$ cat src/rtl/vga_timing_pkg.sv
// Shared 640x480@60 timing constants, coordinate/colour types and a range helper.
package vga_timing_pkg;

   localparam int unsigned H_VISIBLE = 640;
   localparam int unsigned H_FRONT   = 16;
   localparam int unsigned H_SYNC    = 96;
   localparam int unsigned H_BACK    = 48;
   localparam int unsigned V_VISIBLE = 480;
   localparam int unsigned V_FRONT   = 10;
   localparam int unsigned V_SYNC    = 2;
   localparam int unsigned V_BACK    = 33;

   localparam int unsigned H_TOTAL = H_VISIBLE + H_FRONT + H_SYNC + H_BACK;
   localparam int unsigned V_TOTAL = V_VISIBLE + V_FRONT + V_SYNC + V_BACK;

   localparam int unsigned HS_START = H_VISIBLE + H_FRONT;
   localparam int unsigned HS_END   = HS_START + H_SYNC;
   localparam int unsigned VS_START = V_VISIBLE + V_FRONT;
   localparam int unsigned VS_END   = VS_START + V_SYNC;

   localparam logic SYNC_ACTIVE_LOW = 1'b0;

   typedef logic [10:0] coord_t;
   typedef logic [7:0]  rgb332_t;

   // Half-open interval test, lo <= v < hi, all unsigned 11-bit.
   function automatic logic in_range(input coord_t v, input coord_t lo, input coord_t hi);
      return (v >= lo) && (v < hi);
   endfunction

endpackage

$ cat src/rtl/vga_scan_timing_if.sv
// Scan position out to the renderer, show/colour back in, and the VGA pins.
interface vga_scan_timing_if;
   import vga_timing_pkg::*;

   logic    show;
   rgb332_t fg_color;
   rgb332_t bg_color;
   coord_t  x;
   coord_t  y;
   logic    pix_en;
   logic    hsync;
   logic    vsync;
   rgb332_t rgb;
   logic    frame_start;

   modport master (
      input  show, fg_color, bg_color,
      output x, y, pix_en, hsync, vsync, rgb, frame_start
   );

   modport slave (
      output show, fg_color, bg_color,
      input  x, y, pix_en, hsync, vsync, rgb, frame_start
   );

endinterface

$ cat src/rtl/vga_axis_counter.sv
// Wrapping 0..TOTAL-1 axis counter; wrap flags the last count (combinational).
// Latency: count updates on the clk edge where en is high.
// Backpressure: none; en=0 simply holds the count.
module vga_axis_counter
   import vga_timing_pkg::*;
#(
   parameter int unsigned TOTAL = H_TOTAL
) (
   input  logic   clk,
   input  logic   rst,
   input  logic   en,
   output coord_t count,
   output logic   wrap
);

   localparam coord_t LAST = coord_t'(TOTAL - 1);

   assign wrap = (count == LAST);

   always_ff @(posedge clk) begin
      if (!rst) begin
         count <= '0;
      end else if (en) begin
         count <= wrap ? '0 : count + 11'd1;
      end
   end

endmodule

$ cat src/rtl/vga_scan_timing.sv
// VGA scan counters plus registered sync/colour stage; VGA_PIXDIV_EN halves the pixel rate.
// Latency: hsync/vsync/rgb lag (x, y, show) by one pixel; frame_start coincides with (0,0).
// Backpressure: none; everything advances on pix_en.
module vga_scan_timing
   import vga_timing_pkg::*;
#(
   parameter int unsigned H_VISIBLE   = vga_timing_pkg::H_VISIBLE,
   parameter int unsigned H_FRONT     = vga_timing_pkg::H_FRONT,
   parameter int unsigned H_SYNC      = vga_timing_pkg::H_SYNC,
   parameter int unsigned H_BACK      = vga_timing_pkg::H_BACK,
   parameter int unsigned V_VISIBLE   = vga_timing_pkg::V_VISIBLE,
   parameter int unsigned V_FRONT     = vga_timing_pkg::V_FRONT,
   parameter int unsigned V_SYNC      = vga_timing_pkg::V_SYNC,
   parameter int unsigned V_BACK      = vga_timing_pkg::V_BACK,
   parameter logic        SYNC_ACTIVE = SYNC_ACTIVE_LOW
) (
   input  logic              clk,
   input  logic              rst,
   vga_scan_timing_if.master vga
);

   localparam int unsigned H_TOT = H_VISIBLE + H_FRONT + H_SYNC + H_BACK;
   localparam int unsigned V_TOT = V_VISIBLE + V_FRONT + V_SYNC + V_BACK;

   localparam coord_t H_VIS_C = coord_t'(H_VISIBLE);
   localparam coord_t V_VIS_C = coord_t'(V_VISIBLE);
   localparam coord_t HS_LO   = coord_t'(H_VISIBLE + H_FRONT);
   localparam coord_t HS_HI   = coord_t'(H_VISIBLE + H_FRONT + H_SYNC);
   localparam coord_t VS_LO   = coord_t'(V_VISIBLE + V_FRONT);
   localparam coord_t VS_HI   = coord_t'(V_VISIBLE + V_FRONT + V_SYNC);

   logic    pix_en;
   coord_t  x_cnt;
   coord_t  y_cnt;
   logic    x_wrap;
   logic    y_wrap;
   logic    y_en;
   rgb332_t rgb_nxt;

`ifdef VGA_PIXDIV_EN
   logic pix_div;

   always_ff @(posedge clk) begin
      if (!rst) begin
         pix_div <= 1'b0;
      end else begin
         pix_div <= ~pix_div;
      end
   end

   assign pix_en = pix_div;
`else
   assign pix_en = 1'b1;
`endif

   assign y_en = x_wrap & pix_en;

   vga_axis_counter #(.TOTAL(H_TOT)) u_x_cnt (
      .clk   (clk),
      .rst   (rst),
      .en    (pix_en),
      .count (x_cnt),
      .wrap  (x_wrap)
   );

   vga_axis_counter #(.TOTAL(V_TOT)) u_y_cnt (
      .clk   (clk),
      .rst   (rst),
      .en    (y_en),
      .count (y_cnt),
      .wrap  (y_wrap)
   );

   // Blanking is decided here so the renderer never needs to clamp coordinates.
   always_comb begin
      rgb_nxt = 8'h00;
      if ((x_cnt < H_VIS_C) && (y_cnt < V_VIS_C)) begin
         rgb_nxt = vga.show ? vga.fg_color : vga.bg_color;
      end
   end

   always_ff @(posedge clk) begin
      if (!rst) begin
         vga.hsync       <= ~SYNC_ACTIVE;
         vga.vsync       <= ~SYNC_ACTIVE;
         vga.rgb         <= 8'h00;
         vga.frame_start <= 1'b0;
      end else begin
         vga.frame_start <= pix_en & x_wrap & y_wrap;
         if (pix_en) begin
            vga.hsync <= in_range(x_cnt, HS_LO, HS_HI) ? SYNC_ACTIVE : ~SYNC_ACTIVE;
            vga.vsync <= in_range(y_cnt, VS_LO, VS_HI) ? SYNC_ACTIVE : ~SYNC_ACTIVE;
            vga.rgb   <= rgb_nxt;
         end
      end
   end

   assign vga.x      = x_cnt;
   assign vga.y      = y_cnt;
   assign vga.pix_en = pix_en;

endmodule

$ cat src/flat_wrapper.sv
// flat-port wrapper written by rule: the top's interface ports become plain ports
module vga_scan_timing_flat import vga_timing_pkg::*;
#(
   parameter int unsigned H_VISIBLE   = vga_timing_pkg::H_VISIBLE,
   parameter int unsigned H_FRONT     = vga_timing_pkg::H_FRONT,
   parameter int unsigned H_SYNC      = vga_timing_pkg::H_SYNC,
   parameter int unsigned H_BACK      = vga_timing_pkg::H_BACK,
   parameter int unsigned V_VISIBLE   = vga_timing_pkg::V_VISIBLE,
   parameter int unsigned V_FRONT     = vga_timing_pkg::V_FRONT,
   parameter int unsigned V_SYNC      = vga_timing_pkg::V_SYNC,
   parameter int unsigned V_BACK      = vga_timing_pkg::V_BACK,
   parameter logic        SYNC_ACTIVE = SYNC_ACTIVE_LOW
)
  (clk, rst, vga_show, vga_fg_color, vga_bg_color, vga_x, vga_y, vga_pix_en, vga_hsync, vga_vsync, vga_rgb, vga_frame_start);
  vga_scan_timing_if vga_i ();
  input  logic clk;
  input  logic rst;
  input wire logic [$bits(vga_i.show)-1:0] vga_show;
  input wire logic [$bits(vga_i.fg_color)-1:0] vga_fg_color;
  input wire logic [$bits(vga_i.bg_color)-1:0] vga_bg_color;
  output wire logic [$bits(vga_i.x)-1:0] vga_x;
  output wire logic [$bits(vga_i.y)-1:0] vga_y;
  output wire logic [$bits(vga_i.pix_en)-1:0] vga_pix_en;
  output wire logic [$bits(vga_i.hsync)-1:0] vga_hsync;
  output wire logic [$bits(vga_i.vsync)-1:0] vga_vsync;
  output wire logic [$bits(vga_i.rgb)-1:0] vga_rgb;
  output wire logic [$bits(vga_i.frame_start)-1:0] vga_frame_start;
  assign vga_i.show = vga_show;
  assign vga_i.fg_color = vga_fg_color;
  assign vga_i.bg_color = vga_bg_color;
  assign vga_x = vga_i.x;
  assign vga_y = vga_i.y;
  assign vga_pix_en = vga_i.pix_en;
  assign vga_hsync = vga_i.hsync;
  assign vga_vsync = vga_i.vsync;
  assign vga_rgb = vga_i.rgb;
  assign vga_frame_start = vga_i.frame_start;
  vga_scan_timing #(.H_VISIBLE(H_VISIBLE), .H_FRONT(H_FRONT), .H_SYNC(H_SYNC), .H_BACK(H_BACK), .V_VISIBLE(V_VISIBLE), .V_FRONT(V_FRONT), .V_SYNC(V_SYNC), .V_BACK(V_BACK), .SYNC_ACTIVE(SYNC_ACTIVE)) u_core (.clk(clk), .rst(rst), .vga(vga_i));
endmodule
$ cat config.mk
export PLATFORM = sky130hd
export DESIGN_NAME = vga_scan_timing_flat
export DESIGN_NICKNAME = d
export VERILOG_FILES = /design/src/rtl/vga_timing_pkg.sv /design/src/rtl/vga_scan_timing_if.sv /design/src/rtl/vga_axis_counter.sv /design/src/rtl/vga_scan_timing.sv /design/src/flat_wrapper.sv
export SDC_FILE = /design/constraint.sdc
export NUM_CORES = 1
export LEC_CHECK = 0
export ABC_AREA = 1
export CAP_MARGIN = 30
export CORE_MARGIN = 3
export CORE_UTILIZATION = 41
export DETAILED_ROUTE_END_ITERATION = 12
export PLACE_DENSITY = 0.75
export SLEW_MARGIN = 20
export SYNTH_ARGS = -nofsm -noshare
export SYNTH_HDL_FRONTEND = slang
export SYNTH_SLANG_ARGS = --single-unit
export TNS_END_PERCENT = 20
$ cat constraint.sdc
create_clock -name clk -period 1.2 [get_ports clk]
set_input_delay 0.24 -clock clk [delete_from_list [all_inputs] [get_ports clk]]
set_output_delay 0.24 -clock clk [all_outputs]
set_load 0.03 [all_outputs]
==> insert_results.sql, run 1 <==
INSERT INTO impl_metrics (metric_group, metric, value, unit) VALUES
('detailed_routing', 'wire_per_inst', '12.6', 'µm'),
('clocking', 'clk_path_buf_depth', '2', ''),
('logic_synthesis', 'postSynthAreaPerCell', '7.22', 'µm²'),
('grt', 'grt_start_max_net_pins', '13', ''),
('min_path', 'worstHoldPathType', 'reg2reg', ''),
('clocking', 'cts_num_sinks', '33', ''),
('clocking', 'clkTransAtPathRegs', '0.07', 'ns'),
('logic_synthesis', 'yosys_warnings', '0', ''),
('timing', 'number_of_endpoints_failing_setup_at_the_final_stage', '12', ''),
('floorplanning', 'chipWidth', '69.2', 'µm'),
('timing', 'portion_of_the_clock_cycle_consumed_by_the_worst_path_in_the_final_layout', '108', '%'),
('clocking', 'clk_root_buffer_cell', 'sky130_fd_sc_hd__clkbuf_8', ''),
('floorplanning', 'core_region_area', '3740', 'µm²'),
('grt', 'number_of_antenna_violations_at_the_first_check_in_global_routing', '0', ''),
('detailed_routing', 'wl', '4700', 'µm'),
('power', 'static-leakage-power', '1.19', 'nW'),
('setup_path', 'worst-path-max-fanout', '7', ''),
('detailed_routing', 'drt_drc_violations_left', '0', ''),
('grt', 'grt_pass1_vias', '1710', ''),
('clocking', 'cts-hold-fix-buffers', '0', ''),
('timing', 'holdWs', '0.508', 'ns'),
('logic_synthesis', 'synth-main-ff-cell', 'sky130_fd_sc_hd__dfxtp_1', ''),
('logic_synthesis', 'synth.lib_cells_used.distinct', '28', ''),
('logic_synthesis', 'synth_sequential_area_ratio', '40.3', '%'),
('detailed_routing', 'first_iter_violations', '102', ''),
('finish', 'stdcell_count', '374', ''),
('detailed_routing', 'via_per_inst', '4.80', ''),
('flow_run', 'max_cap_violations', '0', ''),
('place', 'detailed_place_hpwl', '3440', 'µm'),
('detailed_routing', 'drtAntennaViolNets', '0', ''),
('place', 'pre_cts_ws', '-0.219', 'ns'),
('logic_synthesis', 'mappedNetlistNets', '249', ''),
('place', 'buffer_ports.inserted', '51', ''),
('clocking', 'cts_htree_levels', '2', ''),
('timing', 'layout_setup_ws', '-0.0963', 'ns'),
('timing', 'report.final.hold_viol_count', '0', ''),
('logic_synthesis', 'post_syn_area', '1640', 'µm²'),
('timing', 'fmax', '0.771', 'GHz'),
('grt', 'globalRouteTotalUtil', '19.5', '%'),
('setup_path', 'critical-path-max-stage-delay', '0.36', 'ns'),
('power', 'ir_worst_vdd', '0.657', 'mV'),
('logic_synthesis', 'synth-async-reset-ratio', '0', '%'),
('logic_synthesis', 'synth.top_cells.by_area', 'sky130_fd_sc_hd__dfxtp_1 (40%), sky130_fd_sc_hd__nand2_1 (11%), sky130_fd_sc_hd__nor2_1 (8.5%)', ''),
('finish', 'final_design_area_no_fill', '2780', 'µm²'),
('finish', 'final_net_count', '347', ''),
('setup_path', 'worst-setup-path-type', 'reg2reg', ''),
('floorplanning', 'io_pins', '53', ''),
('logic_synthesis', 'ff_latch_count_synth', '33', ''),
('grt', 'grt.overflow.total', '0', ''),
('floorplanning', 'die_footprint', '4790', 'µm²'),
('detailed_routing', 'drt_pre_antenna_iters', '5', ''),
('finish', 'layout.filler_cells', '296', ''),
('status', 'violated_checks', 'negative setup slack', ''),
('timing', 'final-max-slew-violation-count', '0', ''),
('status', 'outcome', 'finished with violations', ''),
('timing', 'final.min_clock_period', '1.30', 'ns'),
('setup_path', 'worst_setup_path_end_kind', 'flip-flop', ''),
('timing', 'fin_skew', '0.00401', 'ns'),
('setup_path', 'crit_chain', 'ha_4 -> nand3_4 -> clkinv_4 -> nand3_4 -> nor2_4 -> inv_2 -> nand2_1 -> a21oi_1', ''),
('place', 'gp_congestion', '0.887', ''),
('setup_path', 'timing.critical_path.from_type', 'flip-flop', ''),
('finish', 'final_core_utilization', '74.2', '%'),
('floorplanning', 'floorplan.rows', '22', ''),
('floorplanning', 'fp.dieH', '69.2', 'µm'),
('logic_synthesis', 'synth_enable_flop_cells', '0', ''),
('floorplanning', 'initial_standard_cell_utilization_of_the_core', '43.8', '%'),
('setup_path', 'worstPathArrival', '1.48', 'ns'),
('clocking', 'numCtsBuffers', '5', ''),
('power', 'p_per_area', '854', 'nW/µm²'),
('clocking', 'clk_latency', '0.29', 'ns'),
('finish', 'regArea', '716', 'µm²');
==> cell type report <==
| type | instances | share of cell area [%] |
|---|---|---|
| Clock inverter | 2 | 0.586 |
| Tap cell | 48 | 2.16 |
| Multi-Input combinational cell | 165 | 35.6 |
| Clock buffer | 6 | 3.38 |
| Inverter | 27 | 4.01 |
| Timing Repair Buffer | 93 | 28.5 |
| Sequential cell | 33 | 25.8 |
==> critical path, delay by kind of cell (launching register included) <==
kind | cells | cell delay (ns)
compound gates | 1 | 0.06
fa+ha+maj | 1 | 0.15
buf+inv | 2 | 0.20
flops | 1 | 0.36
simple gates | 4 | 0.43
==> where the power goes <==
part           internal (mW)  total [mW]  switching (mW)
clock network          0.538       0.987           0.450
registers               1.10        1.11          0.0136
logic                  0.143       0.274           0.131
total                   1.78        2.37           0.594
==> registers in the layout, summed over array words and instances (netlist names) <==
register / count
u_core.u_x_cnt.count: 11
u_core.vga.frame_start: 1
u_core.vga.hsync: 1
u_core.vga.rgb: 8
u_core.u_y_cnt.count: 11
u_core.vga.vsync: 1
==> cell usage after synthesis (4+ instances only) <==
master                     n
sky130_fd_sc_hd__nand4_1   7
sky130_fd_sc_hd__nor2_2    4
sky130_fd_sc_hd__dfxtp_1  33
sky130_fd_sc_hd__nand3_1  17
sky130_fd_sc_hd__nand3_2   4
sky130_fd_sc_hd__inv_2     4
sky130_fd_sc_hd__mux2i_1   8
sky130_fd_sc_hd__o21ai_0   4
sky130_fd_sc_hd__inv_1    22
sky130_fd_sc_hd__a21oi_1  14
sky130_fd_sc_hd__nor2_1   37
sky130_fd_sc_hd__nor3_1    6
sky130_fd_sc_hd__nand2_1  46
==> cell families after synthesis <==
logic type / synth area share [%]
and+or+nand+nor: 37.4
DFF: 40.3
AOI/OAI and AO/OA: 6.95
xor gates and xnor gates: 1.07
adders and majority gates: 2.29
muxes: 4.89
buffers and inverters: 6.87
other: 0.229
==> worst paths after layout <==
check	startpoint	end	slack [ns]	depth (start not counted)
hold / removal	u_core.u_x_cnt.count[9]$_SDFF_PP0_	u_core.u_x_cnt.count[9]$_SDFF_PP0_	0.51	2
setup / recovery	u_core.u_x_cnt.count[0]$_SDFF_PP0_	u_core.u_y_cnt.count[8]$_SDFFE_PN0N_	-0.1	8
setup reg to reg	u_core.u_x_cnt.count[0]$_SDFF_PP0_	u_core.u_y_cnt.count[8]$_SDFFE_PN0N_	-0.1	8
hold reg to reg	u_core.u_x_cnt.count[9]$_SDFF_PP0_	u_core.u_x_cnt.count[9]$_SDFF_PP0_	0.51	2
==> repair_timing <==
item                                   CTS  global route
setup buffers                            1             1
resized for setup                       26            35
setup endpoints to repair               22            40
pin swaps                                9             4
endpoints found under the hold margin    0             0
==> cells in the final DEF, fill, tap and decap left out, types with 2 or more instances in the layout <==
cell	Yosys	routed
sky130_fd_sc_hd__buf_4	1	62
sky130_fd_sc_hd__nand2_1	46	44
sky130_fd_sc_hd__nor2_1	37	28
sky130_fd_sc_hd__inv_1	22	20
sky130_fd_sc_hd__clkdlybuf4s50_1	0	18
sky130_fd_sc_hd__nand3_1	17	16
sky130_fd_sc_hd__a21oi_1	14	14
sky130_fd_sc_hd__dfxtp_1	33	13
sky130_fd_sc_hd__dfxtp_4	0	12
sky130_fd_sc_hd__buf_6	0	11
sky130_fd_sc_hd__mux2i_1	8	8
sky130_fd_sc_hd__nor2_2	4	8
sky130_fd_sc_hd__dfxtp_2	0	8
sky130_fd_sc_hd__nor2_4	2	7
sky130_fd_sc_hd__nand4_1	7	7
sky130_fd_sc_hd__clkbuf_8	0	5
sky130_fd_sc_hd__inv_2	4	4
sky130_fd_sc_hd__nor3_1	6	4
sky130_fd_sc_hd__nand2_2	3	4
sky130_fd_sc_hd__o21ai_0	4	3
sky130_fd_sc_hd__nand3_4	0	3
sky130_fd_sc_hd__inv_4	0	2
sky130_fd_sc_hd__nor3_2	0	2
sky130_fd_sc_hd__clkinv_4	0	2
sky130_fd_sc_hd__nand3_2	4	2
sky130_fd_sc_hd__nor4_1	2	2
sky130_fd_sc_hd__ha_4	0	2
sky130_fd_sc_hd__clkdlybuf4s15_2	0	2
==> layer usage <==
metal	up-vias	global-route usage, %	share of wire [%]
li1	937	-	-
met3	7	5.80	5.3
met4	0	5.86	1.2
met2	50	34.1	51
met1	800	22.9	42
met5	-	0	0
(Power assumes the default switching activity.)
==> inputs of run 2 (changes only) <==
--- a/config.mk
+++ b/config.mk
@@ -6,6 +6,7 @@
 export NUM_CORES = 1
 export LEC_CHECK = 0
 export ABC_AREA = 1
+export ABC_CLOCK_PERIOD_IN_PS = 1200
 export CAP_MARGIN = 30
 export CORE_MARGIN = 3
 export CORE_UTILIZATION = 41
==> results of run 2 <==
The final DEF is identical to that of run 1; final timing and power are the same.
==> inputs of run 3 (changes only) <==
--- a/config.mk
+++ b/config.mk
@@ -9,9 +9,8 @@
 export ABC_CLOCK_PERIOD_IN_PS = 1200
 export CAP_MARGIN = 30
 export CORE_MARGIN = 3
-export CORE_UTILIZATION = 41
+export CORE_UTILIZATION = 30
 export DETAILED_ROUTE_END_ITERATION = 12
-export PLACE_DENSITY = 0.75
 export SLEW_MARGIN = 20
 export SYNTH_ARGS = -nofsm -noshare
 export SYNTH_HDL_FRONTEND = slang
==> insert_results.sql, run 3 (synthesized netlist as in run 1, its figures left out) <==
INSERT INTO impl_metrics (metric_group, metric, value, unit) VALUES
('floorplanning', 'fp.dieH', '79.9', 'µm'),
('floorplanning', 'initial_standard_cell_utilization_of_the_core', '31.5', '%'),
('clocking', 'cts_htree_levels', '2', ''),
('timing', 'final.min_clock_period', '1.29', 'ns'),
('clocking', 'clk_path_buf_depth', '2', ''),
('finish', 'reg.largest.list', 'u_core.u_x_cnt.count x11, u_core.u_y_cnt.count x11, u_core.vga.rgb x8', ''),
('detailed_routing', 'drt_pre_antenna_iters', '4', ''),
('setup_path', 'worstSetupStartpoint', 'u_core.u_x_cnt.count[0]$_SDFF_PP0_', ''),
('setup_path', 'critical-path-max-stage-delay', '0.36', 'ns'),
('power', 'p_per_area', '794', 'nW/µm²'),
('setup_path', 'cp_data_required_time', '1.38', 'ns'),
('floorplanning', 'core_region_area', '5200', 'µm²'),
('grt', 'grt_first_pass_wirelength', '7820', 'µm'),
('clocking', 'numCtsBuffers', '5', ''),
('power', 'p_total', '2.39', 'mW'),
('setup_path', 'worstPathArrival', '1.47', 'ns'),
('finish', 'final_net_count', '356', ''),
('setup_path', 'worst_path_dominant_cell_family', 'flip-flops', ''),
('setup_path', 'timing.critical_path.from_type', 'flip-flop', ''),
('grt', 'grt_start_max_net_pins', '13', ''),
('timing', 'number_of_endpoints_failing_setup_at_the_final_stage', '14', ''),
('floorplanning', 'io_pins', '53', ''),
('flow_run', 'max_cap_violations', '0', ''),
('timing', 'layout_setup_ws', '-0.0852', 'ns'),
('place', 'gp_congestion', '0.879', ''),
('setup_path', 'critical_path.n_buffers_inverters', '3', ''),
('place', 'placedCellCount', '392', ''),
('setup_path', 'critPathSlowestCell', 'sky130_fd_sc_hd__dfxtp_4', ''),
('finish', 'final_layout_size_suffix_gt1_share', '51.3', '%'),
('detailed_routing', 'first_iter_violations', '69', ''),
('floorplanning', 'chipWidth', '79.9', 'µm'),
('status', 'outcome', 'finished with violations', ''),
('finish', 'final_core_utilization', '57.8', '%'),
('place', 'detailed_place_hpwl', '3550', 'µm'),
('floorplanning', 'floorplan.rows', '26', ''),
('power', 'ir_worst_vdd', '0.458', 'mV'),
('grt', 'globalRouteTotalUtil', '15.3', '%'),
('setup_path', 'depth_of_the_worst_register_to_register_path', '9', ''),
('clocking', 'clk_latency', '0.29', 'ns'),
('finish', 'most_common_library_cell_in_the_layout_ignoring_fill_and_taps', 'sky130_fd_sc_hd__buf_4', ''),
('setup_path', 'worst_r2r_endpoint', 'u_core.u_y_cnt.count[10]$_SDFFE_PN0N_', ''),
('setup_path', 'reg2reg_setup_slack', '-0.09', 'ns'),
('place', 'pre_cts_ws', '-0.240', 'ns'),
('power', 'static-leakage-power', '1.28', 'nW'),
('clocking', 'cts_num_sinks', '33', ''),
('setup_path', 'crit_chain', 'ha_4 -> nand3_4 -> clkinv_4 -> nand3_4 -> nor2_4 -> buf_12 -> inv_8 -> nand2_1 -> a21oi_1', ''),
('timing', 'fin_skew', '0.00267', 'ns'),
('min_path', 'worstHoldPathType', 'reg2reg', ''),
('grt', 'grt.overflow.total', '0', ''),
('setup_path', 'crit_path_end', 'u_core.u_y_cnt.count[10]$_SDFFE_PN0N_', ''),
('detailed_routing', 'via_per_inst', '4.57', ''),
('setup_path', 'worst_setup_path_end_kind', 'flip-flop', ''),
('clocking', 'clkTransAtPathRegs', '0.07', 'ns'),
('finish', 'n_antenna_cell', '0', ''),
('clocking', 'clk_root_buffer_cell', 'sky130_fd_sc_hd__clkbuf_8', ''),
('timing', 'report.final.hold_viol_count', '0', ''),
('detailed_routing', 'drtAntennaViolNets', '0', ''),
('detailed_routing', 'drt_drc_violations_left', '0', ''),
('timing', 'fmax', '0.778', 'GHz'),
('grt', 'number_of_antenna_violations_at_the_first_check_in_global_routing', '0', ''),
('place', 'buffer_ports.inserted', '51', ''),
('detailed_routing', 'wl', '4940', 'µm'),
('setup_path', 'worst-setup-path-type', 'reg2reg', ''),
('finish', 'highest_count_cells_in_the_layout_ignoring_fill_and_taps', 'sky130_fd_sc_hd__buf_4 (67), sky130_fd_sc_hd__nand2_1 (41), sky130_fd_sc_hd__nor2_1 (27)', ''),
('timing', 'setup_repair_after_global_routing_missed_its_margin', 'true', ''),
('setup_path', 'cp_common_cell', 'sky130_fd_sc_hd__nand3_4', ''),
('setup_path', 'regToRegStartpoint', 'u_core.u_x_cnt.count[0]$_SDFF_PP0_', ''),
('setup_path', 'worst-path-max-fanout', '7', ''),
('grt', 'grt_pass1_vias', '1706', ''),
('finish', 'flow.area_growth_from_synthesis', '83.6', '%'),
('finish', 'stdcell_count', '405', ''),
('detailed_routing', 'wire_per_inst', '12.2', 'µm'),
('floorplanning', 'die_footprint', '6390', 'µm²'),
('clocking', 'cts_tree', 'yes', ''),
('detailed_routing', 'detailroute.via_count', '1850', ''),
('finish', 'layout.filler_cells', '486', ''),
('status', 'violated_checks', 'negative setup slack', ''),
('timing', 'portion_of_the_clock_cycle_consumed_by_the_worst_path_in_the_final_layout', '107', '%'),
('timing', 'final-max-slew-violation-count', '0', ''),
('setup_path', 'cp_num_cells', '9', '');
run 3: changes by cell type in the layout (fill, tap and decap cells not counted), moves of 2 or more:
cell | previous run | this run
sky130_fd_sc_hd__inv_1 | 20 | 17
sky130_fd_sc_hd__buf_6 | 11 | 16
sky130_fd_sc_hd__buf_4 | 62 | 67
sky130_fd_sc_hd__nand2_4 | 1 | 3
sky130_fd_sc_hd__nand2_1 | 44 | 41
sky130_fd_sc_hd__a21oi_1 | 14 | 6
sky130_fd_sc_hd__clkdlybuf4s15_2 | 2 | 0
sky130_fd_sc_hd__nand3_2 | 2 | 7
sky130_fd_sc_hd__dfxtp_4 | 12 | 9
sky130_fd_sc_hd__a21oi_2 | 1 | 9
sky130_fd_sc_hd__nand3_1 | 16 | 11
sky130_fd_sc_hd__dfxtp_2 | 8 | 10
sky130_fd_sc_hd__nor3_1 | 4 | 2
run 3: what timing repair did:
item,4_1_cts,5_1_grt
resized for setup,31,55
buffers inserted,3,2
setup endpoints to repair,26,44
hold buffers,0,0
pin swaps,13,14
hold endpoints to repair,0,0
run 3: how the worst min path moves through the flow:
stage / cells after the start / end / slack [ns] / from
6_report: 2 / u_core.u_y_cnt.count[2]$_SDFFE_PN0N_ / 0.54 / u_core.u_y_cnt.count[2]$_SDFFE_PN0N_
5_1_grt: 2 / u_core.vga.vsync$_SDFF_PN1_ / 0.57 / u_core.u_y_cnt.count[2]$_SDFFE_PN0N_
4_1_cts: 2 / u_core.u_x_cnt.count[9]$_SDFF_PP0_ / 0.51 / u_core.u_x_cnt.count[9]$_SDFF_PP0_
3_5_place_dp: 2 / u_core.u_x_cnt.count[9]$_SDFF_PP0_ / 0.49 / u_core.u_x_cnt.count[9]$_SDFF_PP0_
3_3_place_gp: 2 / u_core.u_x_cnt.count[9]$_SDFF_PP0_ / 0.50 / u_core.u_x_cnt.count[9]$_SDFF_PP0_
2_1_floorplan: 2 / u_core.u_y_cnt.count[4]$_SDFFE_PN0N_ / 0.38 / rst
run 3: routing by layer:
| metal | up-vias | GRT usage [%] | part of all wire (%) |
|---|---|---|---|
| li1 | 951 | - | - |
| met1 | 850 | 18.3 | 44 |
| met2 | 42 | 26.6 | 50 |
| met3 | 7 | 3.27 | 4.8 |
| met4 | 0 | 5.41 | 1.5 |
| met5 | - | 0 | 0 |
run 3: worst reg2reg max path, stage by stage (launching register included):
cell	delay [ns]
sky130_fd_sc_hd__dfxtp_4	0.36
sky130_fd_sc_hd__ha_4	0.15
sky130_fd_sc_hd__nand3_4	0.10
sky130_fd_sc_hd__clkinv_4	0.10
sky130_fd_sc_hd__nand3_4	0.07
sky130_fd_sc_hd__nor2_4	0.10
sky130_fd_sc_hd__buf_12	0.14
sky130_fd_sc_hd__inv_8	0.05
sky130_fd_sc_hd__nand2_1	0.05
sky130_fd_sc_hd__a21oi_1	0.06
run 3: cell type report:
type | instances | area (µm²) | share of cell area [%]
clock buffers | 6 | 93.8 | 3.12
clock inverters | 2 | 16.3 | 0.541
multi-input cells | 165 | 1100 | 36.5
inverters | 27 | 121 | 4.03
flip-flops and latches | 33 | 707 | 23.5
well taps | 70 | 87.6 | 2.91
repair buffers | 102 | 883 | 29.4
run 3: where the power goes:
group | internal, mW | switching, mW
Sequential | 1.11 | 0.0138
Combinational | 0.145 | 0.135
Clock | 0.538 | 0.453
Total | 1.79 | 0.602
run 3: per-stage QoR:
stage                     TNS [ns]  hold WS [ns]  cell area, µm²
final                       -0.721         0.539            3010
after global placement       -4.21         0.496            2540
after CTS                   -0.690         0.508            2800
after global routing         -2.05         0.568            3010
after detailed placement     -4.78         0.494            2540
after floorplan              -1.08         0.378            1690
